## src/rtl/hazard_ctrl.sv

```systemverilog
// Hazard and redirect control for the EX stage: load-use stalls, branch/jump squashes,
// memory-indirect jump sequencing, and saturating stall/flush event counters.
module hazard_ctrl #(
    parameter int unsigned MEM_JUMP_WAIT = 1,
    parameter int unsigned CNT_W         = 16
) (
    input  logic             clock,
    input  logic             reset,
    input  logic [5:0]       rs_id,
    input  logic [5:0]       rt_id,
    input  logic             uses_rs_id,
    input  logic             uses_rt_id,
    input  logic             memRead_ex,
    input  logic             regWrt_ex,
    input  logic [5:0]       rd_ex,
    input  logic             branchZero_ex,
    input  logic             branchNeg_ex,
    input  logic             jump_ex,
    input  logic             jumpMem_ex,
    input  logic             z_flag,
    input  logic             n_flag,
    output logic             stall_pc,
    output logic             stall_ifid,
    output logic             flush_ifid,
    output logic             bubble_idex,
    output logic [1:0]       pc_sel,
    output logic [CNT_W-1:0] stall_cnt,
    output logic [CNT_W-1:0] flush_cnt
);

    typedef enum logic {
        RUN,
        MEMJ
    } state_t;

    localparam logic [3:0] WAIT_INIT = 4'(MEM_JUMP_WAIT);

    state_t           state_q, state_d;
    logic [3:0]       wait_q, wait_d;
    logic [CNT_W-1:0] stall_cnt_q, stall_cnt_d;
    logic [CNT_W-1:0] flush_cnt_q, flush_cnt_d;

    logic redirect_ex;
    logic load_use;
    logic stall_evt;
    logic flush_evt;

    always_comb begin
        redirect_ex = jump_ex | (branchZero_ex & z_flag) | (branchNeg_ex & n_flag);
        load_use    = memRead_ex & regWrt_ex &
                      ((uses_rs_id & (rs_id == rd_ex)) | (uses_rt_id & (rt_id == rd_ex)));
    end

    always_comb begin
        state_d     = state_q;
        wait_d      = wait_q;
        stall_pc    = 1'b0;
        stall_ifid  = 1'b0;
        flush_ifid  = 1'b0;
        bubble_idex = 1'b0;
        pc_sel      = 2'b00;
        stall_evt   = 1'b0;
        flush_evt   = 1'b0;

        // Reset masks every control output; the register block does the clearing.
        if (!reset) begin
            case (state_q)
                RUN: begin
                    if (jumpMem_ex) begin
                        stall_pc    = 1'b1;
                        flush_ifid  = 1'b1;
                        bubble_idex = 1'b1;
                        wait_d      = WAIT_INIT;
                        state_d     = MEMJ;
                        flush_evt   = 1'b1;
                    end else if (redirect_ex) begin
                        pc_sel      = 2'b01;
                        flush_ifid  = 1'b1;
                        bubble_idex = 1'b1;
                        flush_evt   = 1'b1;
                    end else if (load_use) begin
                        stall_pc    = 1'b1;
                        stall_ifid  = 1'b1;
                        bubble_idex = 1'b1;
                        stall_evt   = 1'b1;
                    end
                end
                MEMJ: begin
                    flush_ifid  = 1'b1;
                    bubble_idex = 1'b1;
                    wait_d      = wait_q - 4'd1;
                    if (wait_q > 4'd1) begin
                        stall_pc = 1'b1;
                    end else begin
                        pc_sel  = 2'b10;
                        state_d = RUN;
                    end
                end
                default: state_d = RUN;
            endcase
        end
    end

    always_comb begin
        stall_cnt_d = stall_cnt_q;
        flush_cnt_d = flush_cnt_q;
        if (stall_evt && (stall_cnt_q != '1)) stall_cnt_d = stall_cnt_q + CNT_W'(1);
        if (flush_evt && (flush_cnt_q != '1)) flush_cnt_d = flush_cnt_q + CNT_W'(1);
    end

    always_ff @(posedge clock) begin
        if (reset) begin
            state_q     <= RUN;
            wait_q      <= '0;
            stall_cnt_q <= '0;
            flush_cnt_q <= '0;
        end else begin
            state_q     <= state_d;
            wait_q      <= wait_d;
            stall_cnt_q <= stall_cnt_d;
            flush_cnt_q <= flush_cnt_d;
        end
    end

    assign stall_cnt = stall_cnt_q;
    assign flush_cnt = flush_cnt_q;

endmodule

```

## config.mk

```make
export PLATFORM = sky130hd
export DESIGN_NAME = hazard_ctrl
export DESIGN_NICKNAME = d
export VERILOG_FILES = /design/src/rtl/hazard_ctrl.sv
export SDC_FILE = /design/constraint.sdc
export NUM_CORES = 1
export LEC_CHECK = 0
export CAP_MARGIN = 20
export CORE_ASPECT_RATIO = 1.2
export CORE_UTILIZATION = 38
export CTS_CLUSTER_DIAMETER = 40
export CTS_CLUSTER_SIZE = 28
export DETAILED_ROUTE_END_ITERATION = 6
export GPL_TIMING_DRIVEN = 0
export PLACE_DENSITY = 0.68
export REMOVE_ABC_BUFFERS = 1
export SKIP_LAST_GASP = 1
export SLEW_MARGIN = 15
export SYNTH_ARGS = -nofsm -noshare
export SYNTH_HDL_FRONTEND = slang
export SYNTH_SLANG_ARGS = --single-unit
```

## constraint.sdc

```tcl
create_clock -name clock -period 1.8 [get_ports clock]
set_input_delay 0.18 -clock clock [delete_from_list [all_inputs] [get_ports clock]]
set_output_delay 0.18 -clock clock [all_outputs]
set_load 0.1 [all_outputs]
```

[Yosys cells after proc, flatten, opt, wreduce, memory -nomap -nowiden]
Index checks and enable logic that the tools add are counted.
Storage, ports and cells
  flip-flop bits (word level): 37
  bits in latches: 0
  memory bits (writable): 0
  bits in read-only memories: 0
  input port bits: 30
  output and inout port bits: 38
  word-level logic and storage cells: 53
  memories kept: 0
Operators by class
  add/sub/neg operators: 3
  multipliers: 0
  divide/modulo/power cells: 0
  $lt $le $gt $ge: 1
  eq/ne operators: 5
  shifts and indexed selects: 0
  muxes and demuxes: 28
  bitwise gates (word level): 10
  reductions and logical operators: 2
Operator list (count)
  adder 16 x 1 -> 16 bit, second input constant: 2
  != test 16 bit, second input constant: 2
  2-to-1 mux 1 bit: 19
  == test 6 bit: 2
  one-hot mux 1 bit (2 select lines): 4
  one-hot mux 4 bit (2 select lines): 1
  AND 1 bit: 6
  > comparator 4 x 1 -> 1 bit, second input constant: 1
  2-to-1 mux 2 bit: 2
  2-to-1 mux 4 bit: 1
  one-hot mux 2 bit (2 select lines): 1
  subtractor 4 x 1 -> 4 bit, second input constant: 1
  OR 1 bit: 3
  logical AND 1 bit: 2
  != test 2 bit, second input constant: 1
  inverter 1 bit: 1

[Depth between registers and ports, before layout]
  depth after elaboration: 10
  mapped depth: 8

[Least setup slack after synthesis]
No wires, ideal clock.
  path kind: reg-to-output
  from: reg state_q
  to: out pc_sel[0]
  data arrival time: 3428 ps
  data required time: 1620 ps
  path slack: -1808 ps
  cell stages (with the launch flop): 3
  path buffers: 1
  path through: dfxtp_1 > clkbuf_1 > nor4_1
Between the ends
  cells in the longest elaborated chain, start to end: 3
Ends and longest elaborated chain
  start, declared: RTL line 38  | state_t state_q, state_d;
  start signal, assigned: RTL line 118  | state_q <= state_d;
  inverter 1 bit
  one-hot mux 2 bit (2 select lines) *: RTL line 67  | case (state_q)
  2-to-1 mux 2 bit *: RTL line 66  | if (!reset) begin
  end, declared: RTL line 26  | output logic [1:0] pc_sel,
Mark *: on every way between the ends. The rest lies on a longest branch, timed or not.

[Worst setup path in the final report]
  from: reg wait_q[0]
  to: out stall_pc
Between the ends
  cells in the longest elaborated chain, start to end: 4
Ends and longest elaborated chain
  start, declared: RTL line 39  | logic [3:0] wait_q, wait_d;
  start signal, assigned: RTL line 119  | wait_q <= wait_d;
  > comparator 4 x 1 -> 1 bit: RTL line 92  | if (wait_q > 4'd1) begin
  2-to-1 mux 1 bit: RTL line 92
  one-hot mux 1 bit (2 select lines): RTL line 67
  2-to-1 mux 1 bit: RTL line 66
  end, declared: RTL line 22  | output logic stall_pc,
No other way between the ends.

==> impl_metrics.yaml <==
layout:
  seq_area_sq_um: 774
  fin_nets: 378
  multi_input_area_sq_um: 1550
  antennaDiodeCount: 0
  final_cells: 407
  fillCellCount: 477
  layout_commonest_cell: "dlygate4sd2_1"
  final_area_sq_um: 3310
  final_cell_mix: "44 x dlygate4sd2_1, 30 x nor2_1, 26 x xnor2_1"
  area_growth_pct: 54.3
  drive_gt1_share_pct: 29.6
worst_setup_path:
  cp_max_fo: 5
  cp.required_ns: 1.62
  crit_arrival_ns: 1.70
  path_cells: "inv_4 -> ha_4 -> o211ai_1 -> nor3b_2 -> o21bai_1 -> buf_6"
  cp_slowest_cell: "dfxtp_4"
  critPathLaunchType: "flip-flop"
  worst-setup-path-type: "reg -> out"
  cp-end-kind: "output pin"
  critPathMaxStageDelay_ns: 0.39
  rrSetupSlack_ns: -0.06
placed_design:
  dp_hpwl_microns: 3500
  numPortBuffers: 67
  post_dp_cell_area_sq_um: 2840
  dp.cells: 375
  post-place-ws_ns: -1.28
  gp_congestion: 0.789
die:
  die-area_sq_um: 5960
  die_h_microns: 84.4
  coreArea_sq_um: 5370
  initial_core_util_pct: 40.0
  boundaryPins: 68
  std_cell_rows: 29
  die-width_microns: 70.6
global_route:
  gr-usage-met2_pct: 33.8
  grt_util_met3_pct: 4.44
  grt_max_degree: 43
  met1_usage_pct: 21.6
  grt_overflow_total: 0
  grt_pass1_wl_microns: 9170
  antenna_found_initial: 0
  grt_use_total_pct: 18.9
  globalRoute.busiestLayer: "met2"
  grt_pass1_vias: 2086
routing:
  drtAntennaViolNets: 0
  post-route-drc-count: 14
  first_pass_iters: 6
  vias_per_cell: 5.56
  routed_wl_microns: 5820
  drtIter0Drc: 110
  vias: 2264
  wl_per_cell_microns: 14.3
timing:
  setup-violations-final: 6
  final-hold-violation-count: 0
  tightest_slew_ns: 0.965
  clock_skew_ns: 0.00895
  slew_headroom_pct: 35.9
  max_clock_freq_mhz: 532
  drv_slew: 0
  min_period_ns: 1.88
  rsz0062_at_grt: "yes"
  post-route-period-util_pct: 104
  setup_slack_ns: -0.0798
logic_synthesis:
  synth_compound_area_share_pct: 10.6
  synth_fa_ha_area_share_pct: 2.33
  ys_seq_area_share_pct: 34.5
  synthCells: 258
  ys_seq_elements: 37
  synth_top_family_by_area: "simple AND/OR/NAND/NOR gates"
  netlist_area_sq_um: 2150
  yosys-mux-area-fraction_pct: 3.67
  synth-simple-area-share_pct: 33.7
  syn_area_per_cell_sq_um: 8.33
  synth_cell_types: 39
  yosys_warnings: 0
  synth-xor-area-share_pct: 10.6
pwr:
  power.density_nw_per_um2: 544
  peakVddDrop_v: 0.000497
  cellLeakagePower_nw: 1.26
clocking:
  cts_tree: "built"
  h-tree-depth: 2
  cts_made_buffers: 5
  cts_sinks: 37
  cts-root-buf: "clkbuf_8"
  clockBufferDepth: 2
  cts.clk_slew.worst_paths_ns: 0.07
  clk_latency_ns: 0.28
  cts_hold_buffers: 0
hold_path:
  hold_path_class: "in -> reg"
run_status:
  status: "complete, but fails checks"
  failed_checks: "DRC, setup timing"
run:
  drv_cap: 0
[report_power, final]
part	leakage [nW]	internal (W)	switching (W)	total, W
sequential	0.309	0.000830	0.0000283	0.000858
combinational	0.909	0.000152	0.000227	0.000378
clock	0.0395	0.000276	0.000290	0.000566
[flip-flops by register name, summed over array words and instances (netlist names)]
register and cells:
stall_cnt 16, state_q 1, flush_cnt 16, wait_q 4
[stage by stage]
step | hold WS (ns) | total power (W) | setup TNS [ns] | utilization, %
6_report | 0.183 | 0.00180 | -0.311 | 61.7
5_1_grt | 0.196 | 0.00189 | -0.650 | 61.7
4_1_cts | 0.178 | 0.00180 | -0.392 | 58.0
3_5_place_dp | 0.487 | 0.00122 | -23.68 | 52.8
3_3_place_gp | 0.493 | 0.00121 | -59.12 | 52.5
2_1_floorplan | 0.249 | 0.00108 | -25.21 | -
[routing by layer]
layer | vias to the layer above | wire [microns]
met2 | 66 | 2850
met4 | 0 | 89
met5 | - | 0
met3 | 10 | 379
met1 | 1064 | 2510
li1 | 1124 | -
[cell families after synthesis]
logic type | Yosys count
AND/OR/NAND/NOR | 129
flip-flops | 37
AO/OA/AOI/OAI | 36
XOR/XNOR | 26
buffers and inverters | 19
multiplexers | 7
adder cells (fa/ha/maj) | 4
[path summary, 6_finish.rpt]
check	from	end	depth (start not counted)
max	wait_q[0]$_SDFFE_PP0P_	stall_pc	6
min	reset	flush_cnt[0]$_SDFFE_PP0P_	2
max reg2reg	stall_cnt[10]$_SDFFE_PP0P_	stall_cnt[13]$_SDFFE_PP0P_	6
min reg2reg	wait_q[0]$_SDFFE_PP0P_	wait_q[0]$_SDFFE_PP0P_	1
[area by class of cell]
cell class              count  share of cell area (%)
clock buffers               8                    2.42
flip-flops and latches     37                    23.4
repair buffers             90                    24.2
multi-input cells         204                    46.9
well taps                  62                    2.34
inverters                   6                   0.755
[cells in the mapped netlist (all sizes together)]
cell    instances  area (sq um)
nand4b          2          17.5
ha              4          50.1
a211oi          1          7.51
nor2           32           120
mux2            7          78.8
nand3          17          90.1
nor4b           1          8.76
o211ai          1          7.51
inv             6          22.5
buf             5          46.3
and3            2          12.5
nand3b          1          7.51
or4            10          75.1
a221oi          1          8.76
and4            5          43.8
nand2b          2          12.5
or3             3          18.8
dfxtp          37           741
xnor2          26           228
o21bai          1          7.51
clkbuf          8          30.0
a21oi          14          70.1
o21ai           6          30.0
nor2b           9          56.3
a221o           1          10.0
o22a            1          10.0
o31ai           9          67.6
nand4          10          62.6
nor3b           2          15.0
nor4           13          87.6
nand2          12          45.0
nor3            8          51.3
o31a            1          8.76
[repair_timing]
action                     CTS  global route
hold endpoints to repair     0             0
gates resized for setup    139            53
buffers inserted            14             8
setup endpoints to repair   70            34
gates cloned                 1             1
pin swaps                   22            12
[critical path: cells and delay by family, from the launching register on]
family | cells | cell delay, ns
compound gates | 2 | 0.38
buf+inv | 2 | 0.29
fa+ha+maj | 1 | 0.15
flops | 1 | 0.39
simple gates | 1 | 0.22
(Power assumes the default switching activity.)
